===== src/rtl/relu_stream_if.sv =====
// Handshake, tag and status bundle between the ReLU sequencer and its
// surroundings. The master side drives frame start, conv beats and FIFO
// credit returns. The slave side is the sequencer.
interface relu_stream_if #(
   parameter int CNT_W = 5
);
   logic             start;
   logic             conv_valid;
   logic             conv_ready;
   logic             relu_clr;
   logic             relu_valid;
   logic [CNT_W-1:0] relu_col;
   logic [CNT_W-1:0] relu_row;
   logic             relu_last_col;
   logic             relu_last;
   logic             fifo_pop;
   logic             busy;
   logic             done;
   logic             err_credit;

   modport master (
      output start, conv_valid, fifo_pop,
      input  conv_ready, relu_clr, relu_valid, relu_col, relu_row,
             relu_last_col, relu_last, busy, done, err_credit
   );

   modport slave (
      input  start, conv_valid, fifo_pop,
      output conv_ready, relu_clr, relu_valid, relu_col, relu_row,
             relu_last_col, relu_last, busy, done, err_credit
   );
endinterface


===== src/rtl/relu_stream_ctrl.sv =====
// Sequencer for the 8-lane registered ReLU stage. It runs one MAP_X x MAP_Y
// frame, gates conv beats against downstream FIFO credit, and tags each beat
// as it leaves the ReLU register. It carries no data bits.
//
// state | meaning
// IDLE  | waiting for start
// CLEAR | one-cycle flush of the ReLU output registers, counters zeroed
// RUN   | accepting conv beats while credit remains
// DRAIN | last beat sits in the ReLU register
// DONE  | one-cycle frame-complete pulse
module relu_stream_ctrl #(
   parameter int MAP_X   = 24,
   parameter int MAP_Y   = 24,
   parameter int CREDITS = 4,
   parameter int CNT_W   = 5,
   parameter int CRD_W   = 3
) (
   input logic          clk,
   input logic          rst,
   relu_stream_if.slave bus
);

   typedef enum logic [2:0] {
      IDLE  = 3'd0,
      CLEAR = 3'd1,
      RUN   = 3'd2,
      DRAIN = 3'd3,
      DONE  = 3'd4
   } state_t;

   localparam logic [CNT_W-1:0] COL_LAST = CNT_W'(MAP_X - 1);
   localparam logic [CNT_W-1:0] ROW_LAST = CNT_W'(MAP_Y - 1);
   localparam logic [CRD_W-1:0] CRD_FULL = CRD_W'(CREDITS);

   state_t           state_q, state_d;
   logic [CNT_W-1:0] col_q, col_d;
   logic [CNT_W-1:0] row_q, row_d;
   logic [CRD_W-1:0] credit_q, credit_d;
   logic             err_q, err_d;
   logic             vld_q, vld_d;
   logic [CNT_W-1:0] tcol_q, tcol_d;
   logic [CNT_W-1:0] trow_q, trow_d;
   logic             tlast_col_q, tlast_col_d;
   logic             tlast_q, tlast_d;

   logic conv_ready;
   logic accept;
   logic col_end;
   logic row_end;

   // Ready depends on registered credit only, so fifo_pop never reaches conv_ready.
   assign conv_ready = (state_q == RUN) && (credit_q != '0);
   assign accept     = bus.conv_valid & conv_ready;
   assign col_end    = (col_q == COL_LAST);
   assign row_end    = (row_q == ROW_LAST);

   // Next-state, raster counters, credit accounting and tag capture.
   always_comb begin
      state_d     = state_q;
      col_d       = col_q;
      row_d       = row_q;
      credit_d    = credit_q;
      err_d       = err_q;
      vld_d       = accept;
      tcol_d      = tcol_q;
      trow_d      = trow_q;
      tlast_col_d = tlast_col_q;
      tlast_d     = tlast_q;

      case (state_q)
         IDLE:  if (bus.start) state_d = CLEAR;
         CLEAR: begin
            col_d   = '0;
            row_d   = '0;
            state_d = RUN;
         end
         RUN:   if (accept && col_end && row_end) state_d = DRAIN;
         DRAIN: state_d = DONE;
         DONE:  state_d = IDLE;
         default: state_d = IDLE;
      endcase

      if (accept) begin
         tcol_d      = col_q;
         trow_d      = row_q;
         tlast_col_d = col_end;
         tlast_d     = col_end && row_end;
         if (col_end) begin
            col_d = '0;
            row_d = row_end ? '0 : row_q + CNT_W'(1);
         end else begin
            col_d = col_q + CNT_W'(1);
         end
      end

      // A pop with credit already full cannot correspond to a real FIFO entry.
      case ({accept, bus.fifo_pop})
         2'b10: credit_d = credit_q - CRD_W'(1);
         2'b01: begin
            if (credit_q == CRD_FULL) err_d = 1'b1;
            else                      credit_d = credit_q + CRD_W'(1);
         end
         default: credit_d = credit_q;
      endcase
   end

   // State, counters and tag registers; reset abandons any frame in flight.
   always_ff @(posedge clk or negedge rst) begin
      if (!rst) begin
         state_q     <= IDLE;
         col_q       <= '0;
         row_q       <= '0;
         credit_q    <= CRD_FULL;
         err_q       <= 1'b0;
         vld_q       <= 1'b0;
         tcol_q      <= '0;
         trow_q      <= '0;
         tlast_col_q <= 1'b0;
         tlast_q     <= 1'b0;
      end else begin
         state_q     <= state_d;
         col_q       <= col_d;
         row_q       <= row_d;
         credit_q    <= credit_d;
         err_q       <= err_d;
         vld_q       <= vld_d;
         tcol_q      <= tcol_d;
         trow_q      <= trow_d;
         tlast_col_q <= tlast_col_d;
         tlast_q     <= tlast_d;
      end
   end

   assign bus.conv_ready    = conv_ready;
   assign bus.relu_clr      = (state_q == CLEAR);
   assign bus.relu_valid    = vld_q;
   assign bus.relu_col      = tcol_q;
   assign bus.relu_row      = trow_q;
   assign bus.relu_last_col = tlast_col_q;
   assign bus.relu_last     = tlast_q;
   assign bus.busy          = (state_q != IDLE);
   assign bus.done          = (state_q == DONE);
   assign bus.err_credit    = err_q;

endmodule


===== src/flat_wrapper.sv =====
// flat-port wrapper written by rule: the top's interface ports become plain ports
module relu_stream_ctrl_flat 
#(
   parameter int MAP_X   = 24,
   parameter int MAP_Y   = 24,
   parameter int CREDITS = 4,
   parameter int CNT_W   = 5,
   parameter int CRD_W   = 3
)
  (clk, rst, bus_start, bus_conv_valid, bus_fifo_pop, bus_conv_ready, bus_relu_clr, bus_relu_valid, bus_relu_col, bus_relu_row, bus_relu_last_col, bus_relu_last, bus_busy, bus_done, bus_err_credit);
  relu_stream_if #(.CNT_W(CNT_W)) bus_i ();
  input logic clk;
  input logic rst;
  input wire logic [$bits(bus_i.start)-1:0] bus_start;
  input wire logic [$bits(bus_i.conv_valid)-1:0] bus_conv_valid;
  input wire logic [$bits(bus_i.fifo_pop)-1:0] bus_fifo_pop;
  output wire logic [$bits(bus_i.conv_ready)-1:0] bus_conv_ready;
  output wire logic [$bits(bus_i.relu_clr)-1:0] bus_relu_clr;
  output wire logic [$bits(bus_i.relu_valid)-1:0] bus_relu_valid;
  output wire logic [$bits(bus_i.relu_col)-1:0] bus_relu_col;
  output wire logic [$bits(bus_i.relu_row)-1:0] bus_relu_row;
  output wire logic [$bits(bus_i.relu_last_col)-1:0] bus_relu_last_col;
  output wire logic [$bits(bus_i.relu_last)-1:0] bus_relu_last;
  output wire logic [$bits(bus_i.busy)-1:0] bus_busy;
  output wire logic [$bits(bus_i.done)-1:0] bus_done;
  output wire logic [$bits(bus_i.err_credit)-1:0] bus_err_credit;
  assign bus_i.start = bus_start;
  assign bus_i.conv_valid = bus_conv_valid;
  assign bus_i.fifo_pop = bus_fifo_pop;
  assign bus_conv_ready = bus_i.conv_ready;
  assign bus_relu_clr = bus_i.relu_clr;
  assign bus_relu_valid = bus_i.relu_valid;
  assign bus_relu_col = bus_i.relu_col;
  assign bus_relu_row = bus_i.relu_row;
  assign bus_relu_last_col = bus_i.relu_last_col;
  assign bus_relu_last = bus_i.relu_last;
  assign bus_busy = bus_i.busy;
  assign bus_done = bus_i.done;
  assign bus_err_credit = bus_i.err_credit;
  relu_stream_ctrl #(.MAP_X(MAP_X), .MAP_Y(MAP_Y), .CREDITS(CREDITS), .CNT_W(CNT_W), .CRD_W(CRD_W)) u_core (.clk(clk), .rst(rst), .bus(bus_i));
endmodule

===== config.mk =====
export PLATFORM = sky130hd
export DESIGN_NAME = relu_stream_ctrl_flat
export DESIGN_NICKNAME = d
export VERILOG_FILES = /design/src/rtl/relu_stream_if.sv /design/src/rtl/relu_stream_ctrl.sv /design/src/flat_wrapper.sv
export SDC_FILE = /design/constraint.sdc
export NUM_CORES = 1
export LEC_CHECK = 0
export CORE_ASPECT_RATIO = 0.75
export CORE_MARGIN = 2
export CORE_UTILIZATION = 39
export DETAILED_ROUTE_END_ITERATION = 8
export GPL_TIMING_DRIVEN = 0
export SLEW_MARGIN = 0
export SYNTH_ARGS = -nofsm -noshare
export SYNTH_HDL_FRONTEND = slang
export SYNTH_SLANG_ARGS = --single-unit

===== constraint.sdc =====
create_clock -name clk -period 5.5 [get_ports clk]
set_clock_uncertainty 0.05 [all_clocks]
set_input_delay 0.55 -clock clk [delete_from_list [all_inputs] [get_ports clk]]
set_output_delay 0.55 -clock clk [all_outputs]
set_load 0.02 [all_outputs]

After elaboration in Yosys (flattened, before gate mapping)
Index checks and enable logic that the tools add are counted.
- register bits: 30
- input port bits: 5
- output and inout bits: 18
- word-level logic and storage cells: 51
- add/subtract/negate cells: 4
- equal/unequal tests: 12
- muxes and demuxes: 12
- bitwise gates (word level): 1
- reduce and logical (&&, ||, !) cells: 12
- operators with widths (kind ; count):
    $mux 5 ; 7
    $pmux 3 s4 ; 1
    $add 5x1->5 const B ; 2
    $eq 5x5->1 const B ; 2
    $mux 3 ; 3
    $eq 3x2->1 const B ; 2
    $eq 3x3->1 const B ; 2
    $ne 2x2->1 const B ; 3
    $pmux 3 s2 ; 1
    $reduce_and 2->1 ; 3
    $reduce_bool 3->1 ; 2
    $logic_and 1x1->1 ; 4
    $reduce_bool 2->1 ; 2
    $add 3x1->3 const B ; 1
    $eq 3x1->1 const B ; 1
    $logic_not 3->1 ; 1
    $sub 3x1->3 const B ; 1
    $eq 2x1->1 const B ; 1
    $eq 2x2->1 const B ; 1
    $and 1x1->1 ; 1

Longest topological paths before layout
Gate-level depths: netlist (run 1).
- depth in word-level cells: 7
- gate-level depth with buffers: 10

Worst setup path before layout (run 1)
OpenSTA, ideal clock, no wires.
- kind: register to register
- start point: register u_core.credit_q[0]
- end point: register u_core.credit_q[2]
- arrival: 2.280 ns
- setup slack: 3.088 ns
- cell stages (with the launch flop): 9
- buffers on the path: 2
- cells stage by stage: dfrtp_1 > or3_4 > nand2_2 > buf_4 > buf_4 > nand2_1 > fa_1 > or4_1 > o211ai_1
- cells in the longest elaborated chain, start to end: 6
- RTL lines (what ; RTL line ; RTL):
    start: declaration ; relu_stream_ctrl.sv:38 ; logic [CRD_W-1:0] credit_q, credit_d;
    start signal: assignment ; relu_stream_ctrl.sv:124 ; credit_q <= credit_d;
    $reduce_bool 3->1 ; relu_stream_ctrl.sv:52 ; assign conv_ready = (state_q == RUN) && (credit_q != '0);
    $logic_and 1x1->1 ; relu_stream_ctrl.sv:52 ;
    $and 1x1->1 ; relu_stream_ctrl.sv:53 ; assign accept = bus.conv_valid & conv_ready;
    $eq 2x1->1 or $eq 2x2->1 (tied branches) ; relu_stream_ctrl.sv:97 ; case ({accept, bus.fifo_pop})
    $ne 2x2->1 (no source line) or $reduce_bool 2->1 (tied branches) ; -- ;
    $reduce_and 2->1 (no source line) ; -- ;
Parallel ways exist; a longest one is shown, timed or not. The select of a mux whose other input is x is not followed.
A chain may end at the register's enable or synchronous reset.

Worst setup path after layout (run 1)
- start point: input bus_conv_valid
- end point: register u_core.credit_q[2]
- cells in the longest elaborated chain, start to end: 4
- RTL lines (what ; RTL line ; RTL):
    start: declaration ; flat_wrapper.sv:15 ; input wire logic [$bits(bus_i.conv_valid)-1:0] bus_conv_valid;
    $and 1x1->1 (*) ; relu_stream_ctrl.sv:53 ;
    $eq 2x1->1 or $eq 2x2->1 (tied branches) ; relu_stream_ctrl.sv:97 ;
    $ne 2x2->1 (no source line) or $reduce_bool 2->1 (tied branches) ; -- ;
    $reduce_and 2->1 (no source line) ; -- ;
Mark *: on every way between the ends. The rest lies on a longest branch, timed or not.

==> results of run 1 <==
## worst max-delay path by stage
stage | endpoint | depth (start not counted)
after global routing | u_core.credit_q[2] | 9
after global placement | u_core.credit_q[2] | 9
after detailed placement | u_core.credit_q[2] | 9
final | u_core.credit_q[2] | 9
after CTS | u_core.credit_q[2] | 9
after floorplan | u_core.credit_q[2] | 8
## flip-flops by register name (all words and copies together), names as in the netlist
signal and count:
u_core.bus.relu_last_col 1, u_core.bus.relu_col 5, u_core.col_q 5, u_core.bus.relu_valid 1, u_core.bus.err_credit 1, u_core.credit_q 3, u_core.row_q 5, u_core.bus.relu_row 5
u_core.bus.relu_last 1, u_core.state_q 3
## power breakdown
group	switching (uW)	internal (uW)
Sequential	48.5	267
Clock	79.1	126
Combinational	175	151
## worst register-to-register path, delay by kind of cell, from the launching register on
kind,cells,cell delay (ns)
adder cells (fa/ha/maj),1,0.44
AO/OA/AOI/OAI,1,0.11
flip-flops,1,0.49
buffers and inverters,2,0.39
AND/OR/NAND/NOR,4,1.14
## synth_stat cells, types with 2 or more instances
master | count | area share
a21o_1 | 2 | 0.010
a21oi_1 | 4 | 0.014
buf_4 | 2 | 0.010
buf_6 | 2 | 0.015
dfrtp_1 | 29 | 0.49
ha_1 | 2 | 0.017
inv_1 | 2 | 0.0051
mux2i_1 | 3 | 0.020
nand2_1 | 40 | 0.10
nand2b_1 | 3 | 0.013
nand3_1 | 6 | 0.020
nand4b_1 | 2 | 0.012
nor2_1 | 4 | 0.010
nor3b_1 | 4 | 0.020
o21ai_0 | 8 | 0.027
xnor2_1 | 2 | 0.012
## final cells by class
type | count | area, sq um
fill | 344 | 1780
inverter | 3 | 11.3
sequential | 30 | 752
clock buffer | 8 | 110
buffer | 7 | 51.3
timing repair buffer | 21 | 205
multi-input combinational | 110 | 662
tap | 52 | 65.1
## stage by stage
stage          area [sq um]  utilization  worst slack [ns]
2_1_floorplan          1480            -              3.09
3_3_place_gp           1750        0.482              2.51
3_5_place_dp           1750        0.482              2.47
4_1_cts                1860        0.512              2.75
5_1_grt                1860        0.510              2.64
6_report               1860        0.510              2.75
## metal layers
layer | GRT usage | vias up
li1 | - | 578
met1 | 0.219 | 589
met2 | 0.238 | 20
met3 | 0.0477 | 7
met4 | 0.0689 | 0
met5 | 0 | -
## kinds of logic after synthesis
group,share of synthesized area
AOI/OAI and AO/OA,0.115
xor gates and xnor gates,0.0119
adders and majority gates,0.0305
buffers and inverters,0.0424
DFF,0.509
muxes,0.0203
and+or+nand+nor,0.270
## cell usage in the layout, fill, tap and decap left out, types with 4 or more instances in the layout
| master | n |
|---|---|
| nor3b_1 | 4 |
| clkdlybuf4s50_1 | 20 |
| nor2_1 | 4 |
| clkbuf_8 | 8 |
| o21ai_0 | 8 |
| nand2_1 | 40 |
| nand3_1 | 6 |
| a21oi_1 | 4 |
| dfrtp_1 | 29 |
==> out/metrics.csv, run 1 <==
metric,value,unit
synth_warnings,0,
clk-insertion-delay-late,0.28,ns
criticalPathCategory,in -> reg,
ys.flop_type,dfrtp_1,
fin_hold_ws,0.246,ns
synth_edf_count,0,
grt_pass1_vias,1111,
path_buf_inv,3,
status,completed,
met3_length,110,um
wl_met2,1.46,mm
ys_ff_latch,30,
grtUsageTotal,0.161,
worst_pin_slew,0.661,ns
max_stage_delay,0.49,ns
die_height,57.3,um
max_freq,363,MHz
antenna_left,0,
core_area,3640,sq um
synth_cell_types,51,
area_growth,25.8,%
cap_violations,0,
grt_pass1_wl,5.09,mm
r2r_end,u_core.credit_q[2],
cts_made_buffers,5,
yosysSeqAreaShare,0.509,
finalSetupViolCount,0,
dp_hpwl,2.21,mm
first_pass_iters,4,
hold_class,in -> async,
fin_crit,2.75,ns
drc_errors,0,
synth.avg_cell_area,9.84,sq um
viasPerCell,5.17,
hold_violations,0,
cts_setup_buffers,0,
async_flop_share,1.00,
r2r-start,u_core.credit_q[0],
start_util,0.406,
wl_per_cell,13.2,um
start_kind,input port,
hold_buffers,0,
path_common_cell,buf_4,
critPathArrivalTime,2.91,ns
cts_resized,0,
fin_cells,231,
r2r_cells,8,
syn_inst,150,
die-area,4300,sq um
ir_worst_vdd,0.294,mV
top_layer_used,met4,
relSlewSlack,0.559,
nNetsFinal,186,
io_pins,23,
synth_area,1480,sq um
gr-total-overflow,0,
cp-end-kind,flip-flop,
required,5.65,ns
wl,3.06,mm
fin_tns_setup,0,ns
drive_gt1_frac,0.123,
cts_tree,yes,
root_buffer,clkbuf_8,
startpoint,bus_conv_valid,
crit_fanout,10,
antenna_cells,0,
rows,19,
dp_cells,223,
final_max_slew_viol_count,0,
ff2ff_setup_slack,2.81,ns
synth_nets,158,
crit_slowest_cell,or4_1,
wl_met1,1.43,mm
drt_iter0_markers,30,
htree_levels,2,
finalPower,846,uW
path_clk_slew,0.06,ns
rsz0062_at_grt,no,
io_buffers,21,
min_period_over_period,0.501,
place_congestion,0.791,
antenna_found_initial,0,
die_w,75.0,um
powerDensity,456,nW/um^2
clk_path_buf_depth,2,
clkSinkCount,30,
num_vias,1194,
worstPathCellList,clkdlybuf4s50_1 -> and4bb_2 -> nand2_2 -> buf_4 -> buf_4 -> nand2_1 -> fa_1 -> or4_1 -> o211ai_1,
p_leak,0.000866,uW
crit_family,simple AND/OR/NAND/NOR gates,
grt_start_max_net_pins,31,
Power figures use the tool's default switching activity.
==> inputs of run 2 (changes only) <==
==> constraint.sdc (replaced) <==
create_clock -name clk -period 2.6 [get_ports clk]
set_clock_uncertainty 0.05 [all_clocks]
set_input_delay 0.26 -clock clk [delete_from_list [all_inputs] [get_ports clk]]
set_output_delay 0.26 -clock clk [all_outputs]
set_load 0.02 [all_outputs]
==> run 2 against run 1 <==
  * The flow now finishes with violations (hold timing)
  * Routed wire length increased by 0.75%
  * Register-to-register slack got worse by 2.7 ns
  * Clock power is 110% higher
  * Worst setup slack worse by 2.6 ns
  * Largest cell class unchanged
  * Sequential cell count did not move
  * Critical path depth is 1 lower
  * Combinational power rose by 120%
  * First-iteration DRC count up 10%
  * Die area is the same
==> out/metrics.csv, run 2 (synthesis results as in run 1) <==
metric,value,unit
status,"finished, violations left",
violations,hold timing,
ir_worst_vdd,0.597,mV
setup_ws,0.136,ns
relSlewSlack,0.563,
grt_pass1_wl,5.11,mm
max_freq,406,MHz
clkSinkCount,30,
fin_hold_ws,-0.0453,ns
required,2.75,ns
final_max_slew_viol_count,0,
wl,3.08,mm
rsz0062_at_grt,no,
gr-total-overflow,0,
top_layer_used,met4,
seq_area,754,sq um
io_buffers,21,
finalSetupViolCount,0,
die_w,75.0,um
dp_cells,223,
rows,19,
grt_pass1_vias,1114,
grtUsageTotal,0.161,
wl_met2,1.41,mm
finalPower,1820,uW
drt_iter0_markers,33,
start_util,0.406,
final_cell_mix,"40 x nand2_1, 27 x dfrtp_1, 20 x clkdlybuf4s50_1, 8 x o21ai_0, 8 x clkbuf_8",
area_growth,27.2,%
p_leak,0.000873,uW
first_pass_iters,4,
start_kind,flip-flop,
final_common_cell,nand2_1,
wl_per_cell,13.3,um
drive_gt1_frac,0.144,
num_vias,1191,
hold_violations,29,
io_pins,23,
final_util,0.516,
die_height,57.3,um
core_area,3640,sq um
hold_buffers,0,
antenna_left,0,
grt_start_max_net_pins,31,
worst_pin_slew,0.656,ns
htree_levels,2,
cp-end-kind,flip-flop,
antenna_cells,0,
multi_input_area,669,sq um
path_clk_slew,0.06,ns
place_congestion,0.791,
dp_hpwl,2.21,mm
hold_class,in -> async,
die-area,4300,sq um
min_period_over_period,0.948,
drc_errors,0,
wl_met1,1.52,mm
crit_fanout,10,
fin_crit,2.46,ns
antenna_found_initial,0,
met3_length,93,um
nNetsFinal,187,
cts_tree,yes,
fillers,340,
fin_cells,232,
cap_violations,0,
criticalPathCategory,reg -> reg,
powerDensity,969,nW/um^2
dp_slack,-0.142,ns
clk_path_buf_depth,2,
clk-insertion-delay-late,0.28,ns
cts_made_buffers,5,
root_buffer,clkbuf_8,
critPathArrivalTime,2.62,ns
viasPerCell,5.13,
-- run 2: cell count changes in the layout (fill, tap and decap cells not counted), sizes merged --
cell,delta
buf,+1
-- run 2: power breakdown --
part | leakage, uW | total [uW] | switching (uW) | internal, uW
logic | 0.000419 | 725 | 388 | 338
registers | 0.000397 | 661 | 93.0 | 568
clock network | 0.0000575 | 434 | 167 | 267
total | 0.000873 | 1820 | 648 | 1170
-- run 2: worst paths after layout --
| path | startpoint | to | slack, ns | depth (start not counted) |
|---|---|---|---|---|
| min in group clk | bus_fifo_pop | u_core.credit_q[0] | 0.30 | 2 |
| worst min-delay path | rst | u_core.bus.relu_row[1] | -0.05 | 1 |
| max in group asynchronous | rst | u_core.credit_q[0] | 2.08 | 1 |
| worst max-delay path | u_core.credit_q[0] | u_core.credit_q[2] | 0.14 | 8 |
| worst max register to register | u_core.credit_q[0] | u_core.credit_q[2] | 0.14 | 8 |
| worst min register to register | u_core.bus.relu_last | u_core.bus.relu_last | 0.42 | 2 |
-- run 2: cell type report --
class	instances	share of cell area
plain buffers	7	0.0293
clock buffers	8	0.0586
multi-input cells	110	0.356
flip-flops and latches	30	0.402
well taps	52	0.0346
repair buffers	22	0.113
inverters	3	0.00600
-- run 2: layer usage --
metal | track usage | vias to the layer above
li1 | - | 581
met1 | 0.220 | 587
met2 | 0.238 | 16
met3 | 0.0477 | 7
met4 | 0.0689 | 0
met5 | 0 | -
-- run 2: timing repair --
| action | in CTS | in global routing |
|---|---|---|
| buffers inserted | 0 | 1 |
| resized for setup | 3 | 2 |
| setup endpoints to repair | 1 | 1 |
-- run 2: stage by stage --
stage                     TNS, ns  cell area (sq um)
after floorplan                 0               1480
after global placement    -0.0982               1750
after detailed placement   -0.142               1750
after CTS                       0               1870
after global routing            0               1880
final                           0               1880
-- run 2: worst max-delay path, stage by stage (launching register included) --
cell and delay (ns):
dfrtp_2 0.44, or3_4 0.40, nand2_4 0.11, buf_6 0.15, buf_4 0.17, nand2_1 0.09, fa_2 0.39, or4_1 0.48
o211ai_1 0.11
==> inputs of run 3 (changes only) <==
--- a/config.mk
+++ b/config.mk
@@ -6,7 +6,6 @@
 export NUM_CORES = 1
 export LEC_CHECK = 0
 export CORE_ASPECT_RATIO = 0.75
-export CORE_MARGIN = 2
 export CORE_UTILIZATION = 39
 export DETAILED_ROUTE_END_ITERATION = 8
 export GPL_TIMING_DRIVEN = 0
==> run 3 against run 2 <==
  * The run still ends with hold timing left
  * Sequential cell count stayed put
  * Non-clock buffer count stayed put
  * Critical path type unchanged
  * Die area is 6.1% lower
  * Fmax is 0.19% higher
  * Utilization is 2.8 points higher
  * Combinational power is 2.9% higher
  * Final cell count is 0.86% lower
  * Largest cell class unchanged
  * Via count is 0.34% higher
  * Critical path depth stayed put
==> out/metrics.csv, run 3 (synthesis results as in run 1) <==
metric,value,unit
hold_class,in -> async,
wl_met2,1.45,mm
num_vias,1195,
area_growth,27.0,%
grt_pass1_wl,5.24,mm
critPathArrivalTime,2.61,ns
drc_errors,0,
rsz0062_at_grt,no,
root_buffer,clkbuf_8,
p_leak,0.000873,uW
clk_path_buf_depth,2,
required,2.75,ns
grt_start_max_net_pins,31,
powerDensity,982,nW/um^2
relSlewSlack,0.565,
p_int,1180,uW
ir_worst_vdd,0.477,mV
r2r_cells,8,
r2r-start,u_core.credit_q[2],
violations,hold timing,
drt_iter0_markers,57,
fin_crit,2.46,ns
met3_length,119,um
dp_cells,221,
nNetsFinal,187,
worstPathCellList,or3_4 -> nand2_4 -> buf_6 -> buf_4 -> nand2_1 -> fa_2 -> or4_1 -> o211ai_1,
p_sw,667,uW
fin_cells,230,
place_congestion,0.836,
path_clk_slew,0.06,ns
status,"finished, violations left",
drive_gt1_frac,0.144,
pwr-share-seq,0.357,
dp_hpwl,2.18,mm
antenna_cells,0,
io_pins,23,
wl_per_cell,13.7,um
top_layer_used,met4,
min_period_over_period,0.946,
placed_area,1750,sq um
antenna_found_initial,0,
fin_hold_ws,-0.0448,ns
start_kind,flip-flop,
cts_made_buffers,5,
hold_buffers,0,
grtUsageTotal,0.173,
clk-insertion-delay-late,0.28,ns
criticalPathCategory,reg -> reg,
ff2ff_setup_slack,0.14,ns
antenna_left,0,
fillers,318,
setup_ws,0.141,ns
final_max_slew_viol_count,0,
gr-total-overflow,0,
hold_violations,29,
final_common_cell,nand2_1,
clkSinkCount,30,
crit_slowest_cell,or4_1,
power_frac_comb,0.405,
rows,18,
swShare,0.362,
wl,3.15,mm
core_area,3450,sq um
finalSetupViolCount,0,
cts_tree,yes,
grt_pass1_vias,1144,
cp-end-kind,flip-flop,
crit_fanout,10,
final_area,1880,sq um
r2r_end,u_core.credit_q[2],
wl_met1,1.54,mm
p_clk_frac,0.238,
final_cell_mix,"40 x nand2_1, 27 x dfrtp_1, 20 x clkdlybuf4s50_1, 8 x o21ai_0, 8 x clkbuf_8",
first_pass_iters,4,
max_freq,407,MHz
die_height,55.3,um
worst_pin_slew,0.652,ns
dp_slack,-0.157,ns
viasPerCell,5.20,
die_w,73.0,um
max_stage_delay,0.48,ns
cap_violations,0,
die-area,4040,sq um
io_buffers,21,
start_util,0.428,
htree_levels,2,
fin_tns_setup,0,ns
[run 3: cell counts in the layout (fill, tap and decap cells not counted)]
Identical to the previous run, type by type.
[run 3: area by class of cell]
| class | count | area, sq um | share of cell area |
|---|---|---|---|
| plain buffers | 7 | 55.1 | 0.0294 |
| clock buffers | 8 | 110 | 0.0587 |
| inverters | 3 | 11.3 | 0.00600 |
| multi-input cells | 110 | 669 | 0.357 |
| flip-flops and latches | 30 | 754 | 0.402 |
| well taps | 50 | 62.6 | 0.0334 |
| repair buffers | 22 | 213 | 0.113 |
[run 3: per-stage QoR]
step / hold WS, ns / total power, uW / util
final: -0.0448 / 1840 / 0.544
after global routing: 0.0130 / 1950 / 0.544
after global placement: 0.403 / 1340 / 0.508
after detailed placement: 0.409 / 1370 / 0.508
after floorplan: -0.0856 / 1120 / -
after CTS: 0.297 / 1820 / 0.541
[run 3: timing repair]
action	4_1_cts	5_1_grt
endpoints found under the setup margin	1	1
buffers inserted	0	1
pin swaps	0	0
gates resized for setup	2	3
endpoints found under the hold margin	0	0
[run 3: how the worst max path moves through the flow]
stage,from,end,slack (ns),cells after the start
4_1_cts,u_core.credit_q[0],u_core.credit_q[2],0.007,8
2_1_floorplan,u_core.credit_q[0],u_core.credit_q[2],0.19,8
3_3_place_gp,bus_conv_valid,u_core.credit_q[2],-0.10,9
6_report,u_core.credit_q[2],u_core.credit_q[2],0.14,8
5_1_grt,u_core.state_q[1],u_core.credit_q[2],0.006,9
3_5_place_dp,bus_conv_valid,u_core.credit_q[2],-0.16,9
[run 3: per-layer routing]
layer	global-route usage	vias up
met5	0	-
met4	0.0812	0
met3	0.0493	8
met2	0.272	20
met1	0.218	585
li1	-	582
[run 3: worst max-delay path: cells and delay by family (launching register included)]
| kind | cells | cell delay [ns] |
|---|---|---|
| AO/OA/AOI/OAI | 1 | 0.11 |
| flip-flops | 1 | 0.40 |
| buffers and inverters | 2 | 0.33 |
| adder cells (fa/ha/maj) | 1 | 0.39 |
| AND/OR/NAND/NOR | 4 | 1.09 |
[run 3: power by group through the flow]
stage               combinational [uW]  sequential [uW]  clock, uW
floorplan                          437              688          0
global placement                   676              664          0
detailed placement                 704              669          0
CTS                                710              667        445
global route                       807              670        468
finish                             746              658        439
